[src/rtl/act_pkg.sv]
// Shared Q8.8 constants and the response payload for the shared sigmoid pipeline.
package act_pkg;
    localparam int unsigned DATA_W   = 16;
    localparam int unsigned ID_MAX_W = 4;

    localparam logic [DATA_W-1:0] ACT_ONE     = 16'h0100;
    localparam logic [DATA_W-1:0] ACT_SAT_POS = 16'h0600;
    localparam logic [DATA_W-1:0] ACT_SAT_NEG = 16'hFA00;

    typedef struct packed {
        logic [ID_MAX_W-1:0] id;
        logic [DATA_W-1:0]   data;
    } act_resp_t;
endpackage

[src/rtl/activation.sv]
// Combinational Q8.8 sigmoid: 0.25-step ROM over |x| <= 6.0, symmetric for negatives, saturated outside.
module activation
    import act_pkg::*;
(
    input  logic [DATA_W-1:0] din,
    output logic [DATA_W-1:0] dout_c
);
    logic [DATA_W-1:0] mag;
    logic [4:0]        idx;
    logic [DATA_W-1:0] rom;

    always_comb begin
        mag = din[DATA_W-1] ? DATA_W'(-din) : din;
        idx = 5'(mag >> 6);
        case (idx)
            5'd0:    rom = 16'd128;
            5'd1:    rom = 16'd144;
            5'd2:    rom = 16'd159;
            5'd3:    rom = 16'd174;
            5'd4:    rom = 16'd187;
            5'd5:    rom = 16'd199;
            5'd6:    rom = 16'd209;
            5'd7:    rom = 16'd218;
            5'd8:    rom = 16'd225;
            5'd9:    rom = 16'd232;
            5'd10:   rom = 16'd237;
            5'd11:   rom = 16'd241;
            5'd12:   rom = 16'd244;
            5'd13:   rom = 16'd246;
            5'd14:   rom = 16'd248;
            5'd15:   rom = 16'd250;
            5'd16:   rom = 16'd251;
            5'd17:   rom = 16'd252;
            5'd18:   rom = 16'd253;
            5'd19:   rom = 16'd254;
            5'd20:   rom = 16'd254;
            default: rom = 16'd255;
        endcase

        // Saturation is decided on the signed input, before the ROM
        if ($signed(din) > $signed(ACT_SAT_POS)) begin
            dout_c = ACT_ONE;
        end else if ($signed(din) < $signed(ACT_SAT_NEG)) begin
            dout_c = '0;
        end else if (din[DATA_W-1]) begin
            dout_c = ACT_ONE - rom;
        end else begin
            dout_c = rom;
        end
    end
endmodule

[src/rtl/rr_arbiter.sv]
// Round-robin search starting at a registered pointer; pointer moves past the winner on an accepted grant.
module rr_arbiter #(
    parameter int unsigned N_REQ = 4,
    parameter int unsigned ID_W  = $clog2(N_REQ)
) (
    input  logic             clk,
    input  logic             rst,
    input  logic [N_REQ-1:0] req,
    input  logic             advance,
    output logic [N_REQ-1:0] grant_c,
    output logic [ID_W-1:0]  grant_idx_c
);
    localparam int unsigned CW = ID_W + 1;

    logic [ID_W-1:0] ptr_q;
    logic [ID_W-1:0] ptr_d;
    logic [CW-1:0]   cand;
    logic            found;

    always_comb begin
        ptr_d       = ptr_q;
        grant_c     = '0;
        grant_idx_c = '0;
        found       = 1'b0;
        cand        = '0;
        for (int unsigned i = 0; i < N_REQ; i++) begin
            cand = CW'(ptr_q) + CW'(i);
            if (cand >= CW'(N_REQ)) begin
                cand = cand - CW'(N_REQ);
            end
            if (!found && req[cand[ID_W-1:0]]) begin
                found       = 1'b1;
                grant_idx_c = cand[ID_W-1:0];
            end
        end
        if (found && advance) begin
            grant_c[grant_idx_c] = 1'b1;
            ptr_d = (grant_idx_c == ID_W'(N_REQ - 1)) ? '0 : grant_idx_c + ID_W'(1);
        end
    end

    always_ff @(posedge clk) begin
        if (rst) begin
            ptr_q <= '0;
        end else begin
            ptr_q <= ptr_d;
        end
    end
endmodule

[src/rtl/act_share_arbiter.sv]
// Shares one sigmoid unit among N_REQ lanes: round-robin grant, S1 operand register, S2 tagged result register.
module act_share_arbiter #(
    parameter int unsigned N_REQ  = 4,
    parameter int unsigned DATA_W = 16,
    parameter int unsigned ID_W   = $clog2(N_REQ)
) (
    input  logic                    clk,
    input  logic                    rst,
    input  logic [N_REQ-1:0]        req_valid,
    input  logic [N_REQ*DATA_W-1:0] req_data,
    output logic [N_REQ-1:0]        req_ready,
    output logic                    resp_valid,
    input  logic                    resp_ready,
    output logic [ID_W-1:0]         resp_id,
    output logic [DATA_W-1:0]       resp_data,
    output logic                    busy
);
    import act_pkg::act_resp_t;
    import act_pkg::ID_MAX_W;

    logic              adv_c;
    logic [N_REQ-1:0]  grant_c;
    logic [ID_W-1:0]   grant_idx_c;
    logic [DATA_W-1:0] act_out_c;

    logic              s1_valid_q, s1_valid_d;
    logic [ID_W-1:0]   s1_id_q, s1_id_d;
    logic [DATA_W-1:0] s1_data_q, s1_data_d;
    logic              resp_valid_q, resp_valid_d;
    act_resp_t         resp_q, resp_d;

    // Whole pipeline moves together whenever the output slot is free or being drained
    assign adv_c = ~resp_valid_q | resp_ready;

    rr_arbiter #(
        .N_REQ (N_REQ),
        .ID_W  (ID_W)
    ) u_arb (
        .clk         (clk),
        .rst         (rst),
        .req         (req_valid),
        .advance     (adv_c & ~rst),
        .grant_c     (grant_c),
        .grant_idx_c (grant_idx_c)
    );

    activation u_act (
        .din    (s1_data_q),
        .dout_c (act_out_c)
    );

    always_comb begin
        s1_valid_d   = s1_valid_q;
        s1_id_d      = s1_id_q;
        s1_data_d    = s1_data_q;
        resp_valid_d = resp_valid_q;
        resp_d       = resp_q;
        if (adv_c) begin
            s1_valid_d = |grant_c;
            s1_id_d    = grant_idx_c;
            s1_data_d  = '0;
            for (int unsigned i = 0; i < N_REQ; i++) begin
                if (grant_c[i]) begin
                    s1_data_d = req_data[i*DATA_W +: DATA_W];
                end
            end
            resp_valid_d = s1_valid_q;
            resp_d.id    = ID_MAX_W'(s1_id_q);
            resp_d.data  = act_out_c;
        end
    end

    always_ff @(posedge clk) begin
        if (rst) begin
            s1_valid_q   <= 1'b0;
            s1_id_q      <= '0;
            s1_data_q    <= '0;
            resp_valid_q <= 1'b0;
            resp_q       <= '0;
        end else begin
            s1_valid_q   <= s1_valid_d;
            s1_id_q      <= s1_id_d;
            s1_data_q    <= s1_data_d;
            resp_valid_q <= resp_valid_d;
            resp_q       <= resp_d;
        end
    end

    assign req_ready  = grant_c;
    assign resp_valid = resp_valid_q;
    assign resp_id    = ID_W'(resp_q.id);
    assign resp_data  = resp_q.data;
    assign busy       = s1_valid_q | resp_valid_q;
endmodule

[config.mk]
export PLATFORM = sky130hd
export DESIGN_NAME = act_share_arbiter
export DESIGN_NICKNAME = d
export VERILOG_FILES = /design/src/rtl/act_pkg.sv /design/src/rtl/activation.sv /design/src/rtl/rr_arbiter.sv /design/src/rtl/act_share_arbiter.sv
export SDC_FILE = /design/constraint.sdc
export NUM_CORES = 1
export LEC_CHECK = 0
export BUFFER_PORTS_ARGS = -buffer_cell sky130_fd_sc_hd__buf_4
export CAP_MARGIN = 40
export CORE_AREA = 3 3 74 93
export CTS_BUF_LIST = sky130_fd_sc_hd__clkbuf_8
export DETAILED_ROUTE_END_ITERATION = 10
export DIE_AREA = 0 0 77 96
export GPL_TIMING_DRIVEN = 0
export PLACE_DENSITY = 0.7
export SYNTH_ARGS = -nofsm -noshare
export SYNTH_HDL_FRONTEND = slang
export SYNTH_SLANG_ARGS = --single-unit
[constraint.sdc]
create_clock -name clk -period 3.45 [get_ports clk]
set_clock_uncertainty 0.15 [all_clocks]
set_input_delay 0.5175 -clock clk [delete_from_list [all_inputs] [get_ports clk]]
set_output_delay 0.5175 -clock clk [all_outputs]
set_load 0.005 [all_outputs]
---- Yosys cells after proc, flatten, opt, wreduce, memory -nomap -nowiden ----
Memory sizes are Yosys's and may differ from the RTL's.
Index checks and enable logic that the tools add are counted.
word-level totals
  flip-flop bits (word level) ............. 40
  bits in read-only memories .............. 224
  output and inout bits ................... 24
  memories ................................ 1
memory list
  memory            words  bits a word  read ports  clocked after memory_dff  wr ports  RTL line          text
  (name not given)  32     7            1           0                         0         activation.sv:15  case (idx)
operators by class
  $add $sub $neg .......................... 10
  order comparisons ....................... 12
  equality and inequality tests ........... 1
  mux-type cells .......................... 32
  bitwise gates (word level) .............. 5
  reductions and logical operators ........ 9
operator list
  cell                                                                                count
  16-bit 2-to-1 mux                                                                   7
  2-bit 2-to-1 mux                                                                    9
  16-bit by 12-bit greater-than comparator with 1-bit output (second input constant)  1
  16-bit by 12-bit less-than comparator with 1-bit output (second input constant)     1
  9-bit by 16-bit subtractor with 16-bit output (first input constant)                1
  2-bit by 3-bit less-than comparator with 1-bit output (second input constant)       5
  11-bit 2-to-1 mux                                                                   1
  11-bit negator                                                                      1
  3-bit >= comparator (second input constant)                                         3
  1-bit 2-to-1 mux                                                                    9
  1-bit binary-select mux with 2-bit select                                           4
  2-bit by 1-bit subtractor with 2-bit output (second input constant)                 4
  2-bit by 2-bit adder with 3-bit output (second input constant)                      2
  1-bit logical AND                                                                   5
  4-bit 2-to-1 mux                                                                    1
  4-bit OR reduction                                                                  1
  2-bit by 1-bit adder with 3-bit output (second input constant)                      1
  2-bit by 3-bit >= comparator with 1-bit output (second input constant)              1
  1-bit zero test                                                                     3
  2-bit by 1-bit adder with 2-bit output (second input constant)                      1
  1-bit demux with 2-bit select                                                       1
  2-bit == test (second input constant)                                               1
  2-bit by 1-bit >= comparator with 1-bit output (second input constant)              1
  1-bit inverter                                                                      2
  2 further kinds                                                                     3

---- Depth between registers and ports, before layout ----
Gate-level depths: netlist of the first run.
  depth after elaboration ................. 23
  mapped depth ............................ 17

---- Modules after synthesis ----
A second synthesis of the first run with hierarchy kept.
second synthesis, totals
  cells, all modules ...................... 432
  area, all modules ....................... 3382.0 um^2
modules (own cells, without submodules)
  module             times used  cells an instance  area each (um^2)
  act_share_arbiter  1           208                1856.8
  activation         1           192                1255.0
  rr_arbiter         1           32                 270.3

---- Worst setup path before layout of the first run ----
No wires, ideal clock.
  path type ............................... reg2reg
  from .................................... register s1_data_q[15]
  to ...................................... register resp_q, in the netlist resp_data[5]
  setup time .............................. 0.117 ns
  arrival ................................. 3.274 ns
  required time ........................... 3.183 ns
  slack ................................... -0.092 ns
  cell stages (with the launch flop) ...... 14
  path buffers ............................ 2
  path through ............................ dfxtp_1 clkbuf_1 clkbuf_1 nand2_1 xnor2_1 ha_1 or3b_2 a21oi_1 or4_1 o22ai_2 nor3_2 a31oi_4 xnor2_1 a32o_1
on the way
  cells in the longest elaborated chain, start to end .. 6
  elaborated cells on any way between the ends .. 8
RTL lines
  item                                           RTL line                 text
  from (decl)                                    act_share_arbiter.sv:28  logic [DATA_W-1:0] s1_data_q, s1_data_d;
  from (signal assigned)                         act_share_arbiter.sv:83  s1_data_q <= s1_data_d;
  11-bit 2-to-1 mux                              activation.sv:13         mag = din[DATA_W-1] ? DATA_W'(-din) : din;
  memory 32 x 7 bit                              --
  9-bit by 16-bit subtractor with 16-bit output  activation.sv:46         dout_c = ACT_ONE - rom;
  16-bit 2-to-1 mux                              activation.sv:45         end else if (din[DATA_W-1]) begin
  16-bit 2-to-1 mux                              activation.sv:43         end else if ($signed(din) < $signed(ACT_SAT_NEG)) begin
  16-bit 2-to-1 mux (*)                          activation.sv:41         if ($signed(din) > $signed(ACT_SAT_POS)) begin
  to (signal assigned)                           act_share_arbiter.sv:85  resp_q <= resp_d;
  to (decl)                                      act_share_arbiter.sv:30  act_resp_t resp_q, resp_d;
Mark *: on every way between the ends. The rest lies on a longest branch, timed or not.
A chain may end at the register's enable or synchronous reset.

---- Final worst setup path of the first run ----
  from .................................... register s1_data_q[0]
  to ...................................... register resp_q, in the netlist resp_data[5]
on the way
  cells in the longest elaborated chain, start to end .. 7
  elaborated cells on any way between the ends .. 9
RTL lines
  item                                           RTL line
  11-bit negator                                 activation.sv:13
  11-bit 2-to-1 mux                              activation.sv:13
  memory 32 x 7 bit                              --
  9-bit by 16-bit subtractor with 16-bit output  activation.sv:46
  16-bit 2-to-1 mux                              activation.sv:45
  16-bit 2-to-1 mux                              activation.sv:43
  16-bit 2-to-1 mux (*)                          activation.sv:41
Marked as above.

==> metrics.csv, run 1 <==
stage,metric,value,unit
drt,via_per_inst,5.53,
critical_path,crit_fanout,4,
die,dieArea,7390,sq um
yosys,yosys_warnings,0,
yosys,synth_cell_types,63,
critical_path,criticalPathCategory,flip-flop to flip-flop,
cells_and_area,antenna_cells,0,
die,die_x,77,microns
yosys,synth_edf_count,0,
run,cap_violations,0,
placed_design,portBuffers,87,
yosys,syn_avg_cell_area,7.57,sq um
global_routing,overflow,0,
yosys,synth.top_cell.area_share,24.4,%
drt,routed_wl,8.42,mm
clock_network,clock_path_buffers,2,
die,start_util,44.1,%
power,peakVddDrop,242,uV
critical_path,cpPeakStageDelay,0.34,ns
global_routing,grt_first_pass_wirelength,13.9,mm
drt,antenna_left,0,
placed_design,dp_cells,535,
cells_and_area,drive_above_1_share,33.5,%
yosys,yosys.area.top_type,dfxtp_1,
critical_path,crit_chain,nor4_4 > buf_6 > nand2_1 > nand2_2 > xnor2_4 > buf_4 > ha_1 > nand2_1 > a211oi_2 > nor4_4 > nand4_1 > nor3_4 > a31oi_4 > xnor2_1 > a32o_1,
yosys,yosysMostFrequentCell,nor2_1,
yosys,synth-seq-cells,33,
global_routing,antenna_found_initial,0,
drt,drtPass1Iterations,4,
die,die_y,96,microns
clock_network,htreeDepth,2,
clock_network,insertion_delay,0.28,ns
yosys,ys_seq_area_share,24.4,%
placed_design,gp_congestion,0.933,
critical_path,cp_slowest_cell,dfxtp_2,
drt,vias,3059,
global_routing,track_usage,23.0,%
critical_path,crit_path_start_kind,flip-flop,
clock_network,ctsHoldBuffers,0,
cells_and_area,fin_nets,549,
placed_design,dpl.hpwl,6.72,mm
critical_path,cp.buffers_inverters,2,
global_routing,grt_pass1_vias,2976,
timing,hold_viol,0,
timing,max_slew.worst_pin.slew,0.610,ns
yosys,synthesis.area,2700,sq um
timing,finalCriticalPeriod,3.29,ns
critical_path,crit_arrival,3.32,ns
die,boundaryPins,95,
power,p_leak,1.64,nW
cells_and_area,nFillCells,582,
min_path,min_path_type,flip-flop to flip-flop,
die,core-area,6130,sq um
timing,setup_viol_count_final,0,
drt,drc,0,
critical_path,endpoint_kind,flip-flop,
yosys,synth-main-ff-cell,dfxtp_1,
clock_network,cts_tree,yes,
timing,fmax,304,MHz
yosys,async_reset_ff_share,0,%
clock_network,numCtsBuffers,5,
critical_path,cp_top_family,simple AND/OR/NAND/NOR gates,
drt,drtIter0Drc,210,
critical_path,critical_path_required,3.48,ns
power,power.total,2.08,mW
cells_and_area,fin_cells,553,
yosys,synthTopCellsByArea,"dfxtp_1 24%, a221oi_1 7.8%, nor2_1 6.5%",
die,rows,32,
clock_network,clkTransAtPathRegs,0.07,ns
clock_network,cts_root_buf,clkbuf_8,
yosys,syn_inst,357,
global_routing,grt_max_degree,11,
outcome,outcome,"finished, final reports clean",
clock_network,cts.sinks,33,
timing,setup-tns-final,0,ns
timing,post-route-period-util,95.3,%
power,powerDensity,545,nW/um^2
drt,routedWlPerCell,15.2,microns
timing,drv_slew,0,
yosys,yosys-top-cells-count,"47 x nor2_1, 33 x dfxtp_1, 29 x nand2_1",
timing,max-slew-margin-rel,59.2,%
cells_and_area,area_growth,41.2,%
[worst register-to-register path, stage by stage (launching register included)]
cell and delay, ns:
dfxtp_2 0.34, nor4_4 0.31, buf_6 0.16, nand2_1 0.08, nand2_2 0.12, xnor2_4 0.11, buf_4 0.15, ha_1 0.19
nand2_1 0.12, a211oi_2 0.10, nor4_4 0.29, nand4_1 0.25, nor3_4 0.33, a31oi_4 0.11, xnor2_1 0.14, a32o_1 0.25
[registers in the layout, indices dropped and copies added (netlist names)]
signal / count
u_arb.ptr_q: 2
resp_data: 9
s1_data_q: 16
s1_id_q: 2
resp_valid: 1
resp_id: 2
s1_valid_q: 1
[cells in the final DEF, fill, tap and decap left out, types with 4 or more instances in the layout]
cell type  netlist  layout
a211oi_1         6       5
a21oi_1         24      24
a221o_1          6       6
a221oi_1        24      24
a22oi_1          6       6
a31oi_1          6       6
buf_2            7       6
buf_4            7     105
clkbuf_1        16      14
clkbuf_8         0       6
conb_1           1       7
dfxtp_1         33      30
ha_1            11       9
inv_1           13      12
nand2_1         29      25
nand2b_1         7       7
nand3_1          7       7
nand4_1          4       4
nor2_1          47      47
nor2b_1          5       5
nor3_1          18      18
o211ai_1         8       8
o21ai_1          5       5
xnor2_1          6       4
xor2_1           4       4
[power breakdown]
group          switching (mW)  internal, mW
Clock                   0.140         0.232
Sequential             0.0613         0.457
Combinational           0.637         0.555
Total                   0.837          1.24
[cells by family (layout without fill, tap and decap cells)]
family	after synthesis	in the layout	synth area share [%]
flip-flops	33	33	24.4
other	1	7	0.139
XOR/XNOR	11	11	3.84
AND/OR/NAND/NOR	138	138	24.8
adder cells (fa/ha/maj)	11	11	5.09
buffers and inverters	48	153	7.96
AO/OA/AOI/OAI	111	111	32.1
multiplexers	4	4	1.67
[through the flow]
stage          instance area (sq um)  hold WS (ns)  utilization, %  setup slack, ns
2_1_floorplan                   2730         0.282               -           0.0438
3_3_place_gp                    3490         0.289            57.0           -0.582
3_5_place_dp                    3490         0.292            57.0           -0.637
4_1_cts                         3710         0.302            60.5          -0.0164
5_1_grt                         3820         0.319            62.3          -0.0318
6_report                        3820         0.299            62.3            0.161
[routing by layer]
layer | routed length, microns | vias up | global-route usage (%)
li1 | - | 1537 | -
met1 | 3470 | 1390 | 28.1
met2 | 4210 | 118 | 41.3
met3 | 606 | 14 | 4.49
met4 | 141 | 0 | 6.97
met5 | 0 | - | 0
[worst paths after layout]
check | startpoint | to | slack, ns | cells past startpoint
setup / recovery | s1_data_q[0]$_SDFFE_PP0N_ | resp_data[5]$_SDFFE_PP0N_ | 0.16 | 15
setup reg to reg | s1_data_q[0]$_SDFFE_PP0N_ | resp_data[5]$_SDFFE_PP0N_ | 0.16 | 15
hold reg to reg | resp_data[3]$_SDFFE_PP0N_ | resp_data[3]$_SDFFE_PP0N_ | 0.30 | 2
hold / removal | resp_data[3]$_SDFFE_PP0N_ | resp_data[3]$_SDFFE_PP0N_ | 0.30 | 2
[repair_timing]
item                       CTS  global route
gates resized for setup     13            19
setup endpoints to repair    9            14
setup buffers                5             5
pin swaps                    4             7
[final cells by class]
cell class              count  area [sq um]  area share (%)
inverters                  15          60.1            1.57
repair buffers             97           728            19.1
multi-input cells         282          1970            51.5
plain buffers              33           176            4.62
clock buffers               6          82.6            2.16
well taps                  85           106            2.79
clock inverters             2          33.8           0.885
flip-flops and latches     33           664            17.4
Power figures use the tool's default switching activity.
==> run 2, diff against run 1 <==
--- a/config.mk
+++ b/config.mk
@@ -7,12 +7,13 @@
 export LEC_CHECK = 0
 export BUFFER_PORTS_ARGS = -buffer_cell sky130_fd_sc_hd__buf_4
 export CAP_MARGIN = 40
-export CORE_AREA = 3 3 74 93
+export CORE_AREA = 3 3 82 103
 export CTS_BUF_LIST = sky130_fd_sc_hd__clkbuf_8
 export DETAILED_ROUTE_END_ITERATION = 10
-export DIE_AREA = 0 0 77 96
+export DIE_AREA = 0 0 85 106
 export GPL_TIMING_DRIVEN = 0
-export PLACE_DENSITY = 0.7
+export PLACE_DENSITY = 0.68
 export SYNTH_ARGS = -nofsm -noshare
 export SYNTH_HDL_FRONTEND = slang
+export SYNTH_HIERARCHICAL = 1
 export SYNTH_SLANG_ARGS = --single-unit
==> run 2 against run 1 <==
The run now ends with negative setup slack left; global-route usage grew 1.8 points; power grew 17%; first-iteration DRC count shrank 21%; design area grew 25%; synthesized area grew 25%; maximum frequency shrank 11%; final cell count grew 19%; non-clock buffer count grew 28; critical path type unchanged; largest power group unchanged.
==> metrics.csv, run 2 <==
stage,metric,value,unit,change
yosys,ys_seq_area_share,23.7,%,-0.76 points
yosys,synthTopCellsByArea,"dfxtp_1 24%, nand2_1 7.0%, a21oi_1 5.2%",,
timing,fin_ws,-0.244,ns,-0.405 ns
drt,drc,0,,unchanged
timing,setup_viol_count_final,7,,+7
timing,finalCriticalPeriod,3.69,ns,+0.405 ns
global_routing,track_usage,24.9,%,+1.8 points
power,peakVddDrop,302,uV,+25%
timing,max-slew-margin-rel,56.6,%,-2.5 points
clock_network,numCtsBuffers,5,,unchanged
global_routing,overflow,0,,unchanged
cells_and_area,layout_common_cells,"126 x buf_4, 59 x nand2_1, 37 x dfxtp_1",,
die,rows,35,,+9.4%
drt,antenna_left,0,,unchanged
critical_path,crit_arrival,3.77,ns,+0.45 ns
drt,routed_wl,11.3,mm,+34%
clock_network,ctsHoldBuffers,0,,unchanged
yosys,async_reset_ff_share,0,%,unchanged
die,boundaryPins,95,,unchanged
clock_network,cts_tree,yes,,
critical_path,crit_fanout,4,,unchanged
drt,drtPass1Iterations,5,,+1
cells_and_area,final_util,63.7,%,+1.4 points
critical_path,crit_path_start_kind,flip-flop,,
yosys,synth.top_cell.area_share,23.7,%,-0.76 points
min_path,min_path_type,input port to flip-flop,,
yosys,synth_edf_count,0,,unchanged
critical_path,cp_top_family,buffers and inverters,,
outcome,violations,negative setup slack,,
yosys,yosys.area.top_type,dfxtp_1,,
clock_network,insertion_delay,0.30,ns,+0.02 ns
timing,hold_viol,0,,unchanged
clock_network,clock_path_buffers,2,,unchanged
drt,routedWlPerCell,17.2,microns,+13%
timing,rsz0062_at_grt,true,,
critical_path,cp.buffers_inverters,9,,+7
placed_design,placed_area,4310,sq um,+23%
yosys,synth-seq-cells,40,,+21%
global_routing,grt_pass1_vias,3715,,+25%
yosys,synth_cell_types,71,,+13%
clock_network,clkTransAtPathRegs,0.08,ns,about the same
critical_path,critical_path_required,3.53,ns,+0.05 ns
yosys,syn_inst,432,,+21%
timing,whs,0.242,ns,-0.0567 ns
drt,vias,3718,,+22%
power,p_leak,2.27,nW,+39%
placed_design,portBuffers,94,,+8.0%
yosys,synth-main-ff-cell,dfxtp_1,,
cells_and_area,register_area,805,sq um,+21%
placed_design,dpl.hpwl,8.68,mm,+29%
die,start_util,45.2,%,+1.0 points
die,dieArea,9010,sq um,+22%
critical_path,crit_chain,or4_4 > or3_4 > buf_4 > a311o_1 > a221o_1 > o21ai_2 > nand2_2 > buf_4 > buf_4 > buf_4 > buf_4 > buf_4 > buf_4 > buf_4 > buf_4 > nor2_2 > nand2_1 > a21oi_1,,
critical_path,endpoint_kind,flip-flop,,
cells_and_area,multiInputGateArea,2570,sq um,+31%
yosys,syn_avg_cell_area,7.83,sq um,+3.4%
yosys,yosys-top-cells-count,"63 x nand2_1, 40 x dfxtp_1, 35 x a21oi_1",,
global_routing,grt_first_pass_wirelength,18.3,mm,+32%
placed_design,gp_congestion,0.926,,-0.79%
drt,via_per_inst,5.65,,+2.1%
clock_network,htreeDepth,2,,unchanged
yosys,synthesis.area,3380,sq um,+25%
timing,drv_slew,0,,unchanged
power,powerDensity,512,nW/um^2,-6.1%
cells_and_area,final_common_cell,buf_4,,
cells_and_area,nFillCells,676,,+16%
cells_and_area,final_design_area_no_fill,4770,sq um,+25%
critical_path,reg2reg_slack,-0.24,ns,-0.41 ns
critical_path,cp_common_cell,buf_4,,
outcome,outcome,"finished, violations left",,
yosys,yosysMostFrequentCell,nand2_1,,
global_routing,grt_max_degree,15,,+4
yosys,yosys_warnings,6,,+6
run,cap_violations,0,,unchanged
cells_and_area,fin_nets,647,,+18%
die,core-area,7490,sq um,+22%
clock_network,cts.sinks,40,,+21%
critical_path,cp_slowest_cell,or4_4,,
timing,max_slew.worst_pin.slew,0.651,ns,+0.0402 ns
timing,post-route-period-util,107,%,+12 points
timing,fmax,271,MHz,-11%
clock_network,cts_root_buf,clkbuf_8,,
cells_and_area,antenna_cells,0,,unchanged
die,die_y,106,microns,+10%
critical_path,cpPeakStageDelay,0.54,ns,+0.20 ns
cells_and_area,drive_above_1_share,37.1,%,+3.6 points
global_routing,antenna_found_initial,0,,unchanged
die,die_x,85,microns,+10%
drt,drtIter0Drc,166,,-21%
critical_path,criticalPathCategory,flip-flop to flip-flop,,
cells_and_area,area_growth,41.1,%,about the same
-- run 2: cells by family after synthesis --
| kind of cell | synth area share [%] |
|---|---|
| and+or+nand+nor | 29.0 |
| AOI/OAI and AO/OA | 31.1 |
| other | 0.111 |
| buffers and inverters | 7.36 |
| xor gates and xnor gates | 2.55 |
| DFF | 23.7 |
| adders and majority gates | 4.37 |
| muxes | 1.81 |
-- run 2: routing by layer --
layer | vias up | GRT usage, % | share of wire [%]
li1 | 1828 | - | -
met1 | 1736 | 29.7 | 40
met2 | 123 | 43.4 | 51
met3 | 31 | 4.03 | 4.8
met4 | 0 | 10.6 | 4.3
met5 | - | 0 | 0
-- run 2: stage by stage --
stage / std cells / worst slack (ns) / power [mW] / setup TNS (ns)
after CTS: 657 / -0.341 / 2.37 / -2.27
after floorplan: 438 / -0.137 / 1.38 / -0.395
after global placement: 624 / -0.844 / 1.73 / -5.37
after global routing: 658 / -0.420 / 2.61 / -2.63
final: 658 / -0.244 / 2.44 / -1.23
after detailed placement: 625 / -0.881 / 1.74 / -5.54
-- run 2: power breakdown --
group | leakage, nW | switching, mW | total (mW) | internal [mW]
logic | 1.88 | 0.749 | 1.46 | 0.711
clock network | 0.0583 | 0.177 | 0.395 | 0.218
registers | 0.330 | 0.0563 | 0.589 | 0.533
total | 2.27 | 0.982 | 2.44 | 1.46
-- run 2: worst paths after layout --
kind                                 end                 startpoint  cells past startpoint
max reg2reg    resp_data[0]$_SDFFE_PP0P_  s1_data_q[1]$_SDFFE_PP0P_                     18
max            resp_data[0]$_SDFFE_PP0P_  s1_data_q[1]$_SDFFE_PP0P_                     18
min reg2reg      resp_id[0]$_SDFFE_PP0P_    s1_id_q[0]$_SDFFE_PP0P_                      2
min          u_arb/ptr_q[0]$_SDFFE_PP0P_                        rst                      2
-- run 2: repair_timing --
| item | in CTS | in global routing |
|---|---|---|
| setup buffers | 24 | 2 |
| pin swaps | 22 | 13 |
| endpoints found under the setup margin | 8 | 8 |
| gates resized for setup | 23 | 20 |
-- run 2: final cells by class --
cell class	instances	area share, %
Buffer	37	4.48
Clock buffer	5	1.44
Clock inverter	3	0.996
Inverter	10	0.786
Multi-Input combinational cell	350	53.8
Sequential cell	40	16.9
Tap cell	92	2.41
Timing Repair Buffer	121	19.2
==> run 3, diff against run 2 <==
--- a/config.mk
+++ b/config.mk
@@ -17,3 +17,4 @@
 export SYNTH_HDL_FRONTEND = slang
 export SYNTH_HIERARCHICAL = 1
 export SYNTH_SLANG_ARGS = --single-unit
+export TNS_END_PERCENT = 20
==> run 3 against run 2 <==
The run still ends with negative setup slack left; critical endpoint is now resp_data[4]$_SDFFE_PP0P_; critical path depth unchanged; combinational power increased by 4%; die area unchanged; global-route usage increased by 0.76 points; worst setup slack got worse by 0.10 ns; highest routed layer unchanged; hold slack got worse by 0.0059 ns; sequential share of layout area decreased by 0.084 points; sequential power about the same.
==> metrics.csv, run 3 (synthesis gave the netlist of run 2 again) <==
stage,metric,value,unit,change
outcome,outcome,"finished, violations left",,
outcome,violations,negative setup slack,,
die,die_x,85,microns,unchanged
clock_network,cts_tree,yes,,
global_routing,overflow,0,,unchanged
cells_and_area,antenna_cells,0,,unchanged
die,die_y,106,microns,unchanged
power,p_leak,2.28,nW,+0.52%
timing,setup-tns-final,-2.06,ns,-0.826 ns
drt,vias,3774,,+1.5%
drt,via_per_inst,5.72,,+1.2%
critical_path,endpoint_kind,flip-flop,,
timing,rsz0062_at_grt,true,,
cells_and_area,fin_nets,649,,+0.31%
clock_network,cts_root_buf,clkbuf_8,,
drt,routedWlPerCell,17.7,microns,+2.7%
critical_path,crit_fanout,4,,unchanged
run,cap_violations,0,,unchanged
clock_network,ctsHoldBuffers,0,,unchanged
timing,hold_viol,0,,unchanged
timing,post-route-period-util,110,%,+2.9 points
power,powerDensity,520,nW/um^2,+1.6%
critical_path,criticalPathCategory,flip-flop to flip-flop,,
die,dieArea,9010,sq um,unchanged
timing,max-slew-margin-rel,57.7,%,+1.0 points
cells_and_area,drive_above_1_share,37.7,%,+0.57 points
critical_path,crit_arrival,3.88,ns,+0.11 ns
timing,fin_ws,-0.345,ns,-0.101 ns
cells_and_area,area_growth,42.5,%,
critical_path,crit_path_start_kind,flip-flop,,
drt,antenna_left,0,,unchanged
drt,routed_wl,11.7,mm,+3.0%
global_routing,grt_max_degree,15,,unchanged
clock_network,insertion_delay,0.30,ns,about the same
timing,setup_viol_count_final,8,,+1
timing,drv_slew,0,,unchanged
placed_design,dpl.hpwl,8.70,mm,+0.21%
cells_and_area,final_util,64.4,%,+0.62 points
critical_path,cp.buffers_inverters,4,,-5
global_routing,grt_first_pass_wirelength,18.5,mm,+1.4%
global_routing,grt_pass1_vias,3768,,+1.4%
critical_path,crit_chain,or4_4 > or3_4 > nand2_4 > xnor2_4 > inv_2 > buf_6 > ha_4 > nor3b_4 > o31a_1 > a211oi_2 > inv_1 > ha_4 > inv_2 > o31ai_4 > xor2_1 > nor2_1 > nand2_1 > a21oi_2,,
timing,finalCriticalPeriod,3.80,ns,+0.101 ns
power,power.total,2.51,mW,+2.6%
timing,max_slew.worst_pin.slew,0.635,ns,-0.0155 ns
cells_and_area,layout_common_cells,"124 x buf_4, 60 x nand2_1, 36 x dfxtp_1",,
global_routing,use_met1,29.6,%,-0.075 points
die,boundaryPins,95,,unchanged
global_routing,track_usage,25.6,%,+0.76 points
global_routing,antenna_found_initial,0,,unchanged
clock_network,clkTransAtPathRegs,0.09,ns,about the same
timing,fmax,263,MHz,-2.7%
min_path,min_path_type,input port to flip-flop,,
global_routing,grt.busiest_layer,met2,,
critical_path,cpPeakStageDelay,0.54,ns,about the same
clock_network,cts.sinks,40,,unchanged
clock_network,numCtsBuffers,5,,unchanged
global_routing,grtUsageMet3,3.88,%,-0.16 points
timing,whs,0.236,ns,-0.00593 ns
die,core-area,7490,sq um,unchanged
power,peakVddDrop,295,uV,-2.4%
drt,drtPass1Iterations,5,,unchanged
placed_design,gp_congestion,0.985,,+6.4%
critical_path,cp_slowest_cell,or4_4,,
critical_path,cp_top_family,simple AND/OR/NAND/NOR gates,,
placed_design,portBuffers,94,,unchanged
drt,drtIter0Drc,238,,+43%
clock_network,clock_path_buffers,2,,unchanged
die,rows,35,,unchanged
die,start_util,45.2,%,unchanged
critical_path,critical_path_required,3.53,ns,about the same
global_routing,gr-usage-met2,46.1,%,+2.6 points
cells_and_area,final_common_cell,buf_4,,
clock_network,htreeDepth,2,,unchanged
drt,drc,0,,unchanged
-- run 3: timing repair --
action / in CTS / in global routing
setup endpoints to repair: 8 / 8
resized for setup: 42 / 20
pin swaps: 26 / 16
setup buffers: 23 / 6
-- run 3: final cells by class --
| class | count | area [sq um] |
|---|---|---|
| Fill cell | 677 | 2670 |
| Multi-Input combinational cell | 350 | 2590 |
| Timing Repair Buffer | 123 | 946 |
| Sequential cell | 40 | 808 |
| Buffer | 37 | 211 |
| Tap cell | 92 | 115 |
| Clock buffer | 5 | 68.8 |
| Clock inverter | 3 | 46.3 |
| Inverter | 10 | 37.5 |
-- run 3: worst reg2reg max path: cells and delay by family (launching register included) --
family | cells | cell delay [ns]
buffers and inverters | 4 | 0.41
XOR/XNOR | 2 | 0.32
flip-flops | 1 | 0.35
AO/OA/AOI/OAI | 4 | 0.77
AND/OR/NAND/NOR | 6 | 1.38
adder cells (fa/ha/maj) | 2 | 0.34
-- run 3: path summary, 6_finish.rpt --
| check | startpoint | to | slack [ns] | cells past startpoint |
|---|---|---|---|---|
| max | s1_data_q[0]$_SDFFE_PP0P_ | resp_data[4]$_SDFFE_PP0P_ | -0.35 | 18 |
| min | rst | u_arb/ptr_q[0]$_SDFFE_PP0P_ | 0.24 | 2 |
| max reg2reg | s1_data_q[0]$_SDFFE_PP0P_ | resp_data[4]$_SDFFE_PP0P_ | -0.35 | 18 |
| min reg2reg | resp_data[9]$_SDFFE_PP0P_ | resp_data[9]$_SDFFE_PP0P_ | 0.31 | 2 |
-- run 3: per-stage QoR --
stage	setup WS, ns	instances	instance area [sq um]
6_report	-0.345	660	4820
5_1_grt	-0.492	660	4820
4_1_cts	-0.406	655	4720
3_5_place_dp	-0.847	625	4260
3_3_place_gp	-0.874	624	4250
2_1_floorplan	-0.208	438	3420
-- run 3: power breakdown --
| part | switching, mW | leakage, nW | internal, mW | total [mW] |
|---|---|---|---|---|
| Sequential | 0.0576 | 0.331 | 0.533 | 0.591 |
| Combinational | 0.785 | 1.90 | 0.734 | 1.52 |
| Clock | 0.181 | 0.0548 | 0.218 | 0.399 |
| Total | 1.02 | 2.28 | 1.48 | 2.51 |
-- run 3: metal layers --
layer,routed length [microns],vias up
met4,428,0
met2,6110,138
met3,583,34
met5,0,-
li1,-,1829
met1,4540,1773
